$ cat config.mk
export PLATFORM = sky130hd
export DESIGN_NAME = instr_fetch_unit
export DESIGN_NICKNAME = d
export VERILOG_FILES = /design/src/rtl/legv8_pkg.sv /design/src/rtl/fetch_fifo.sv /design/src/rtl/instr_fetch_unit.sv
export SDC_FILE = /design/constraint.sdc
export NUM_CORES = 1
export LEC_CHECK = 0
export BUFFER_PORTS_ARGS = -buffer_cell sky130_fd_sc_hd__buf_4
export CORE_UTILIZATION = 45
export CTS_BUF_LIST = sky130_fd_sc_hd__clkbuf_16
export DETAILED_ROUTE_END_ITERATION = 6
export PLACE_DENSITY = 0.74
export SLEW_MARGIN = 20
export SYNTH_ARGS = -nofsm -noshare
export SYNTH_HDL_FRONTEND = slang
export SYNTH_SLANG_ARGS = --single-unit
$ cat constraint.sdc
create_clock -name clock -period 2.44 [get_ports clock]
set_input_delay 0.244 -clock clock [delete_from_list [all_inputs] [get_ports clock]]
set_output_delay 0.244 -clock clock [all_outputs]
set_load 0.005 [all_outputs]
$ cat src/rtl/legv8_pkg.sv
// Shared LEGv8 fetch constants, FSM state enum and buffer entry type.
package legv8_pkg;

    localparam int ADDR_W      = 16;
    localparam int INST_W      = 32;
    localparam int FETCH_DEPTH = 2;

    // BR XZR: used as the end-of-program marker.
    localparam logic [INST_W-1:0] HALT_INST = 32'hD600_03E0;

    typedef enum logic {
        ST_RUN  = 1'b0,
        ST_HALT = 1'b1
    } fetch_state_e;

    typedef struct packed {
        logic [ADDR_W-1:0] pc;
        logic [INST_W-1:0] inst;
    } fetch_entry_t;

endpackage

$ cat src/rtl/fetch_fifo.sv
// In-order {pc, instruction} buffer. Slot 0 is always the head, so the head
// outputs come straight from registers.
module fetch_fifo
    import legv8_pkg::*;
(
    input  logic              clk_i,
    input  logic              rst_n_i,
    input  logic              push_i,
    input  logic [ADDR_W-1:0] push_pc_i,
    input  logic [INST_W-1:0] push_inst_i,
    input  logic              pop_i,
    input  logic              flush_i,
    output logic              full_o,
    output logic              empty_o,
    output logic [ADDR_W-1:0] head_pc_o,
    output logic [INST_W-1:0] head_inst_o
);

    localparam int CNT_W = $clog2(FETCH_DEPTH + 1);

    fetch_entry_t      slot_q [FETCH_DEPTH];
    fetch_entry_t      slot_d [FETCH_DEPTH];
    logic [CNT_W-1:0]  count_q, count_d;
    logic [CNT_W-1:0]  base;
    logic              pop_eff;
    logic              push_eff;

    assign empty_o     = (count_q == '0);
    assign full_o      = (count_q == CNT_W'(FETCH_DEPTH));
    assign head_pc_o   = slot_q[0].pc;
    assign head_inst_o = slot_q[0].inst;

    // A pop shifts everything toward slot 0; a push then lands in the first free slot.
    always_comb begin
        slot_d   = slot_q;
        count_d  = count_q;
        pop_eff  = pop_i && !empty_o;
        base     = count_q - CNT_W'(pop_eff);
        push_eff = push_i && (base < CNT_W'(FETCH_DEPTH));
        if (flush_i) begin
            count_d = '0;
        end else begin
            if (pop_eff) begin
                for (int i = 0; i < FETCH_DEPTH - 1; i++) begin
                    slot_d[i] = slot_q[i + 1];
                end
            end
            for (int i = 0; i < FETCH_DEPTH; i++) begin
                if (push_eff && (base == CNT_W'(i))) begin
                    slot_d[i] = '{pc: push_pc_i, inst: push_inst_i};
                end
            end
            count_d = base + CNT_W'(push_eff);
        end
    end

    always_ff @(posedge clk_i) begin
        if (!rst_n_i) begin
            count_q <= '0;
            for (int i = 0; i < FETCH_DEPTH; i++) begin
                slot_q[i] <= '0;
            end
        end else begin
            count_q <= count_d;
            slot_q  <= slot_d;
        end
    end

endmodule

$ cat src/rtl/instr_fetch_unit.sv
// Instruction fetch: PC register, push policy and RUN/HALT FSM feeding a
// 2-entry buffer. Define FETCH_HALT_DETECT_EN to stop fetch on HALT_INST.
module instr_fetch_unit
    import legv8_pkg::*;
(
    input  logic              clock,
    input  logic              reset_n,
    output logic [ADDR_W-1:0] rom_addr,
    input  logic [INST_W-1:0] rom_data,
    input  logic              redirect_valid,
    input  logic [ADDR_W-1:0] redirect_pc,
    output logic [INST_W-1:0] inst_out,
    output logic [ADDR_W-1:0] inst_pc,
    output logic              inst_valid,
    input  logic              inst_ready,
    output logic              halted
);

    logic [ADDR_W-1:0] pc_q, pc_d;
    logic              fifo_full;
    logic              fifo_empty;
    logic              transfer;
    logic              push;
    logic              run;

    assign rom_addr   = pc_q;
    assign inst_valid = !fifo_empty;
    assign transfer   = inst_valid && inst_ready;

`ifdef FETCH_HALT_DETECT_EN
    fetch_state_e state_q, state_d;

    always_ff @(posedge clock) begin
        if (!reset_n) begin
            state_q <= ST_RUN;
        end else begin
            state_q <= state_d;
        end
    end

    always_comb begin
        state_d = state_q;
        if (redirect_valid) begin
            state_d = ST_RUN;
        end else if (push && (rom_data == HALT_INST)) begin
            state_d = ST_HALT;
        end
    end

    assign run    = (state_q == ST_RUN);
    assign halted = (state_q == ST_HALT);
`else
    assign run    = 1'b1;
    assign halted = 1'b0;
`endif

    // A transfer frees a slot in the same edge, so a full buffer can still stream.
    assign push = run && !redirect_valid && (!fifo_full || transfer);

    always_comb begin
        pc_d = pc_q;
        if (redirect_valid) begin
            pc_d = redirect_pc;
        end else if (push) begin
            pc_d = pc_q + 16'd1;
        end
    end

    always_ff @(posedge clock) begin
        if (!reset_n) begin
            pc_q <= '0;
        end else begin
            pc_q <= pc_d;
        end
    end

    fetch_fifo u_fifo (
        .clk_i       (clock),
        .rst_n_i     (reset_n),
        .push_i      (push),
        .push_pc_i   (pc_q),
        .push_inst_i (rom_data),
        .pop_i       (transfer),
        .flush_i     (redirect_valid),
        .full_o      (fifo_full),
        .empty_o     (fifo_empty),
        .head_pc_o   (inst_pc),
        .head_inst_o (inst_out)
    );

endmodule

# [Word level (Yosys, flattened, before mapping)]
# Cells that the tools add are included.
# W data, S select, Z words.
[totals] register_bits=114 in_bits=52 output_inout_bits=66 wordCells=35
[op_classes] n_addsub=3 magnitude_cmp=1 n_eq_ne=2 n_mux=4 bitwise=2 reduce_logical=17
[op_table] operator="$mux W48" count=2
[op_table] operator="$mux W16" count=2
[op_table] operator="$add A16 B1 Y16 const B" count=1
[op_table] operator="$logic_and A1 B1 Y1" count=6
[op_table] operator="$logic_not A2 Y1" count=2
[op_table] operator="$reduce_and A2 Y1" count=2
[op_table] operator="$reduce_bool A2 Y1" count=2
[op_table] operator="$logic_not A1 Y1" count=3
[op_table] operator="$add A2 B1 Y2" count=1
[op_table] operator="$eq A2 B1 Y1 const B" count=1
[op_table] operator="$eq A2 B2 Y1 const B" count=1
[op_table] operator="$lt A2 B2 Y1 const B" count=1
[op_table] operator="$not A1 Y1" count=2
[op_table] operator="$reduce_or A2 Y1" count=1
[op_table] operator="$sub A2 B1 Y2" count=1
[op_table] operator="$logic_or A1 B1 Y1" count=1

# [Depth between registers and ports, before layout]
[depth] word_depth=10 ltp_mapped=9 mapped_depth_nobuf=8

# [Cells and area by module]
# From an unflattened synthesis, not the netlist that was laid out.
[hier_totals] cells_unflattened=822 area_unflattened_um2=6775.2
[by_module_without_submodules] module="fetch_fifo" instances=1 cells_per_inst=701 area_each_um2=5774.3 seq_area_each_um2=1961.9
[by_module_without_submodules] module="instr_fetch_unit" instances=1 cells_per_inst=121 area_each_um2=1001.0 seq_area_each_um2=320.3

# [Least setup slack after synthesis]
# OpenSTA, ideal clock, no wires.
[synth_timing] path_kind="register to register" from="register u_fifo.count_q[1]" to="register u_fifo.slot_q[40] (netlist bit)" setup_time_ns=0.059 arrival_ns=1.996 required_ns=2.381 path_slack_ns=0.385 stages_incl_launch_ff=10 path_buffers=3 period_less_slack_ns=2.055 cell_sequence="dfxtp_1 buf_2 o21a_1 ha_1 or2_2 a211oi_1 buf_2 buf_2 nand3_1 nand2_1"
[synth_via] elab_chain_cells=9 word_cells_on_any_way=14 classes_between="1 x add/sub; 1 x order compare; 2 x eq/ne; 10 x reduce/logical"
[synth_rtl] item="from (decl)" line_no="fetch_fifo.sv:23" text="logic [CNT_W-1:0] count_q, count_d;"
[synth_rtl] item="from (signal assigned)" line_no="fetch_fifo.sv:64" text="count_q <= count_d;"
[synth_rtl] item="$logic_not A2 Y1" line_no="fetch_fifo.sv:28" text="assign empty_o = (count_q == '0);"
[synth_rtl] item="$logic_not A1 Y1" line_no="fetch_fifo.sv:37, instr_fetch_unit.sv:27"
[synth_rtl] item="$logic_and A1 B1 Y1" line_no="instr_fetch_unit.sv:28" text="assign transfer = inst_valid && inst_ready;"
[synth_rtl] item="$logic_and A1 B1 Y1" line_no="fetch_fifo.sv:37" text="pop_eff = pop_i && !empty_o;"
[synth_rtl] item="$sub A2 B1 Y2" line_no="fetch_fifo.sv:38" text="base = count_q - CNT_W'(pop_eff);"
[synth_rtl] item="$lt A2 B2 Y1" line_no="fetch_fifo.sv:39" text="push_eff = push_i && (base < CNT_W'(FETCH_DEPTH));"
[synth_rtl] item="$logic_and A1 B1 Y1" line_no="fetch_fifo.sv:39"
[synth_rtl] item="$logic_and A1 B1 Y1 (*)" line_no="fetch_fifo.sv:49" text="if (push_eff && (base == CNT_W'(i))) begin"
[synth_rtl] item="$reduce_and A2 Y1 (no line) (*)"
[synth_rtl] item="to (signal assigned)" line_no="fetch_fifo.sv:65" text="slot_q <= slot_d;"
[synth_rtl] item="to (decl)" line_no="fetch_fifo.sv:21" text="fetch_entry_t slot_q [FETCH_DEPTH];"
# Mark *: on every way between the ends. The rest lies on a longest branch, timed or not.
# A chain may end at the register's enable or synchronous reset.

# [Final worst setup path]
[layout_timing] from="register u_fifo.count_q[1]" to="register u_fifo.slot_q[33] (netlist bit)"
# The elaborated chain is that of the path after synthesis.

==> impl_table.tex <==
\begin{tabular}{lr}
\hline
Metric & Value \\
\hline
\multicolumn{2}{l}{\textbf{Setup path}} \\
\quad Setup crit end kind & flop \\
\quad Category of the critical setup timing path & flop to flop \\
\quad Slowest cell on the critical path & sky130\_fd\_sc\_hd\_\_buf\_4 \\
\quad Max incr delay on CP & 0.38 ns \\
\quad Critical Path Start Type & flop \\
\quad Worst Path Arrival & 2.46 ns \\
\quad Endpoint required time on the critical path & 2.79 ns \\
\quad Crit path max fanout & 32 \\
\quad Worst-path cell chain & o21a\_1, ha\_1, or2\_2, a211oi\_4, buf\_4, nand3\_1, nand2\_1 \\
\multicolumn{2}{l}{\textbf{Placement}} \\
\quad Cell count after placement & 768 \\
\quad HPWL after DPL & 7420 um \\
\quad Total of buffers placed on input and output ports & 116 \\
\quad Post-Place Cell Area & 5710 um\^{}2 \\
\quad Global placement routability congestion & 0.826 \\
\multicolumn{2}{l}{\textbf{Detailed routing}} \\
\quad Wire length per cell after detailed routing & 14.3 um \\
\quad WL final & 11,400 um \\
\quad Iteration-0 DRC Markers & 353 \\
\quad Vias & 4,283 \\
\quad Post-detailed-route count of antenna-violating nets & 0 \\
\quad TritonRoute pass-1 iters & 4 \\
\quad Vias per Instance & 5.35 \\
\quad Remaining DRCs & 0 \\
\multicolumn{2}{l}{\textbf{Logic synthesis}} \\
\quad Mean area per synthesized cell & 8.52 um\^{}2 \\
\quad Register bit total from synthesis & 114 \\
\quad Main flop type after synthesis & sky130\_fd\_sc\_hd\_\_dfxtp\_1 \\
\quad Syn Std Cell Area & 5110 um\^{}2 \\
\quad Distinct cell type count after synthesis & 38 \\
\quad Count of flip-flops with a built-in enable after synthesis & 0 \\
\quad Yosys top cell area share & 44.7\% \\
\quad Sequential element share of the synthesized area & 44.7\% \\
\quad Post-synth ARST share & 0\% \\
\quad Most area-consuming cells after synthesis & sky130\_fd\_sc\_hd\_\_dfxtp\_1 45\%, sky130\_fd\_sc\_hd\_\_nand3\_1 9.9\%, sky130\_fd\_sc\_hd\_\_mux2i\_1 9.6\% \\
\quad Synthesized net count & 655 \\
\quad Cell taking the most area after synthesis & sky130\_fd\_sc\_hd\_\_dfxtp\_1 \\
\quad Cell count after synthesis & 600 \\
\quad Number of warnings reported in the yosys synthesis log & 0 \\
\multicolumn{2}{l}{\textbf{Clock network}} \\
\quad Source-to-sink clock delay at the later pin of the worst-skew pair & 0.40 ns \\
\quad Cts bufs inserted & 17 \\
\quad TritonCTS clock tree & built \\
\quad Number of buffers added to fix hold violations after cts & 0 \\
\quad Quantity of gates resized following cts & 0 \\
\quad Setup Fix Bufs, Post-CTS & 0 \\
\quad Reg clk slew, reported paths & 0.06 ns \\
\quad Maximum level of the CTS H-tree & 4 \\
\quad Max clock buf depth & 2 \\
\quad Buffer type at the clock tree root & sky130\_fd\_sc\_hd\_\_clkbuf\_16 \\
\quad Clk sink count & 114 \\
\multicolumn{2}{l}{\textbf{Timing}} \\
\quad Max Clock Skew & 0.0128 ns \\
\quad Final Max Tran Viols & 0 \\
\quad Timing-limited maximum frequency & 473 MHz \\
\quad Pin slew with the least headroom to its limit & 0.525 ns \\
\quad Setup repair after global routing missed its margin & false \\
\quad Setup\_tns & 0 ns \\
\quad Count of final setup violators & 0 \\
\quad Time the worst path needs with I/O delays and setup & 2.11 ns \\
\quad Final hold slack & 0.0545 ns \\
\quad Final hold violation count & 0 \\
\quad Post-route fraction of the period consumed by the critical path & 86.6\% \\
\quad Remaining max-slew budget at the tightest pin & 65.0\% \\
\multicolumn{2}{l}{\textbf{GRT}} \\
\quad Antenna violations before repair & 0 \\
\quad Global-route total usage across every layer & 19.8\% \\
\quad GRT Residual Overflow & 0 \\
\quad Wire length of the first global-routing pass & 18,000 um \\
\quad Vias in the first global route & 3,849 \\
\quad Maximum number of pins on one net before global-route repair & 99 \\
\multicolumn{2}{l}{\textbf{Die}} \\
\quad Die outline height & 109 um \\
\quad Initial Utilization & 46.7\% \\
\quad Total I/O pin count & 118 \\
\quad Horizontal extent of the die & 109 um \\
\quad Area of the placeable core & 10,900 um\^{}2 \\
\quad Number of core rows & 38 \\
\quad Die Outline Area & 11,800 um\^{}2 \\
\multicolumn{2}{l}{\textbf{Finish}} \\
\quad Share of layout cells above drive strength 1 & 25.0\% \\
\quad Non-filler cells in the finished layout & 800 \\
\quad Most common cell after layout, fill and taps aside & sky130\_fd\_sc\_hd\_\_buf\_4 \\
\quad Multi-input gate area & 2260 um\^{}2 \\
\quad Diode count & 0 \\
\quad Final net count & 702 \\
\quad Area delta synth->final & 23.2\% \\
\quad Commonest cells after routing, fill and taps aside & 125 x sky130\_fd\_sc\_hd\_\_buf\_4, 114 x sky130\_fd\_sc\_hd\_\_dfxtp\_1, 101 x sky130\_fd\_sc\_hd\_\_nand3\_1 \\
\quad Layout filler cell count & 978 \\
\quad Area taken by flip-flops and latches & 2280 um\^{}2 \\
\quad Post-route cell area & 6300 um\^{}2 \\
\multicolumn{2}{l}{\textbf{Pwr}} \\
\quad Switching part of the total power & 26.5\% \\
\quad Leakage Power & 2.63 nW \\
\quad Relative contribution of combinational cells to total power & 15.4\% \\
\quad Design internal power & 3.97 mW \\
\quad Maximum ir drop on the vdd rail & 0.000376 V \\
\quad P\_sw & 1.43 mW \\
\quad Clock network fraction of design power & 44.2\% \\
\quad Power per cell area & 857 nW/um\^{}2 \\
\quad Sequential group share of total power & 40.4\% \\
\multicolumn{2}{l}{\textbf{Flow run}} \\
\quad \# Max-Cap Violations & 0 \\
\multicolumn{2}{l}{\textbf{Hold path}} \\
\quad Worst Hold Class & input pin to flop \\
\multicolumn{2}{l}{\textbf{Run status}} \\
\quad Run status & finished, final reports clean \\
\hline
\end{tabular}
-- synth_stat cells, types with 3 or more instances --
cell type,number
sky130_fd_sc_hd__a21oi_1,58
sky130_fd_sc_hd__a31oi_1,5
sky130_fd_sc_hd__buf_1,5
sky130_fd_sc_hd__buf_2,8
sky130_fd_sc_hd__buf_4,50
sky130_fd_sc_hd__clkbuf_1,36
sky130_fd_sc_hd__dfxtp_1,114
sky130_fd_sc_hd__ha_1,3
sky130_fd_sc_hd__mux2i_1,49
sky130_fd_sc_hd__nand2_1,54
sky130_fd_sc_hd__nand3_1,101
sky130_fd_sc_hd__o211ai_1,3
sky130_fd_sc_hd__o21ai_0,67
sky130_fd_sc_hd__or3_1,4
sky130_fd_sc_hd__xnor2_1,10
-- critical path: cells and delay by family (launching register included) --
kind | cells | cell delay [ns]
compound gates | 2 | 0.49
fa+ha+maj | 1 | 0.24
buf+inv | 1 | 0.38
flops | 1 | 0.37
simple gates | 3 | 0.57
-- flip-flops by register name, indices dropped and copies added (netlist names) --
signal / flops
u_fifo.head_inst_o: 32
rom_addr: 16
u_fifo.head_pc_o: 16
u_fifo.slot_q: 48
u_fifo.count_q: 2
-- power groups by stage --
stage	registers, mW	clock network [mW]	logic [mW]
global placement	2.21	0	0.811
detailed placement	2.22	0	0.837
global route	2.21	2.53	0.919
CTS	2.18	2.43	0.839
floorplan	2.18	0	0.613
finish	2.18	2.39	0.829
-- path summary, 6_finish.rpt --
check,start,to,slack (ns),cells after the start
setup reg to reg,u_fifo.count_q[1],u_fifo.slot_q[33],0.33,7
hold / removal,redirect_pc[1],rom_addr[1],0.05,2
setup / recovery,u_fifo.count_q[1],u_fifo.slot_q[33],0.33,7
hold reg to reg,u_fifo.slot_q[21],u_fifo.slot_q[21],0.45,2
-- through the flow --
| stage | total power [mW] | util [%] | setup slack (ns) |
|---|---|---|---|
| 6_report | 5.40 | 57.6 | 0.327 |
| 5_1_grt | 5.65 | 57.6 | 0.150 |
| 4_1_cts | 5.46 | 57.6 | 0.316 |
| 3_5_place_dp | 3.06 | 52.2 | 0.341 |
| 3_3_place_gp | 3.02 | 52.2 | 0.457 |
| 2_1_floorplan | 2.79 | - | 0.385 |
-- cell families after synthesis --
kind of cell | after synthesis | share of synthesized area [%]
simple gates | 181 | 17.4
compound gates | 138 | 14.1
flops | 114 | 44.7
buf+inv | 102 | 11.4
mux | 49 | 9.60
xor+xnor | 12 | 2.06
fa+ha+maj | 3 | 0.734
other cells | 1 | 0.0734
-- per-layer routing --
metal | GRT usage [%] | wire, um
met1 | 24.0 | 5050
met4 | 7.72 | 124
met3 | 6.03 | 621
met5 | 0 | 0
met2 | 32.9 | 5610
-- cell type report --
class / instances / share of cell area (%)
Clock buffer: 17 / 6.76
Clock inverter: 15 / 2.58
Inverter: 3 / 0.179
Multi-Input combinational cell: 384 / 35.9
Sequential cell: 114 / 36.2
Tap cell: 140 / 2.78
Timing Repair Buffer: 127 / 15.5
(Power assumes the default switching activity.)
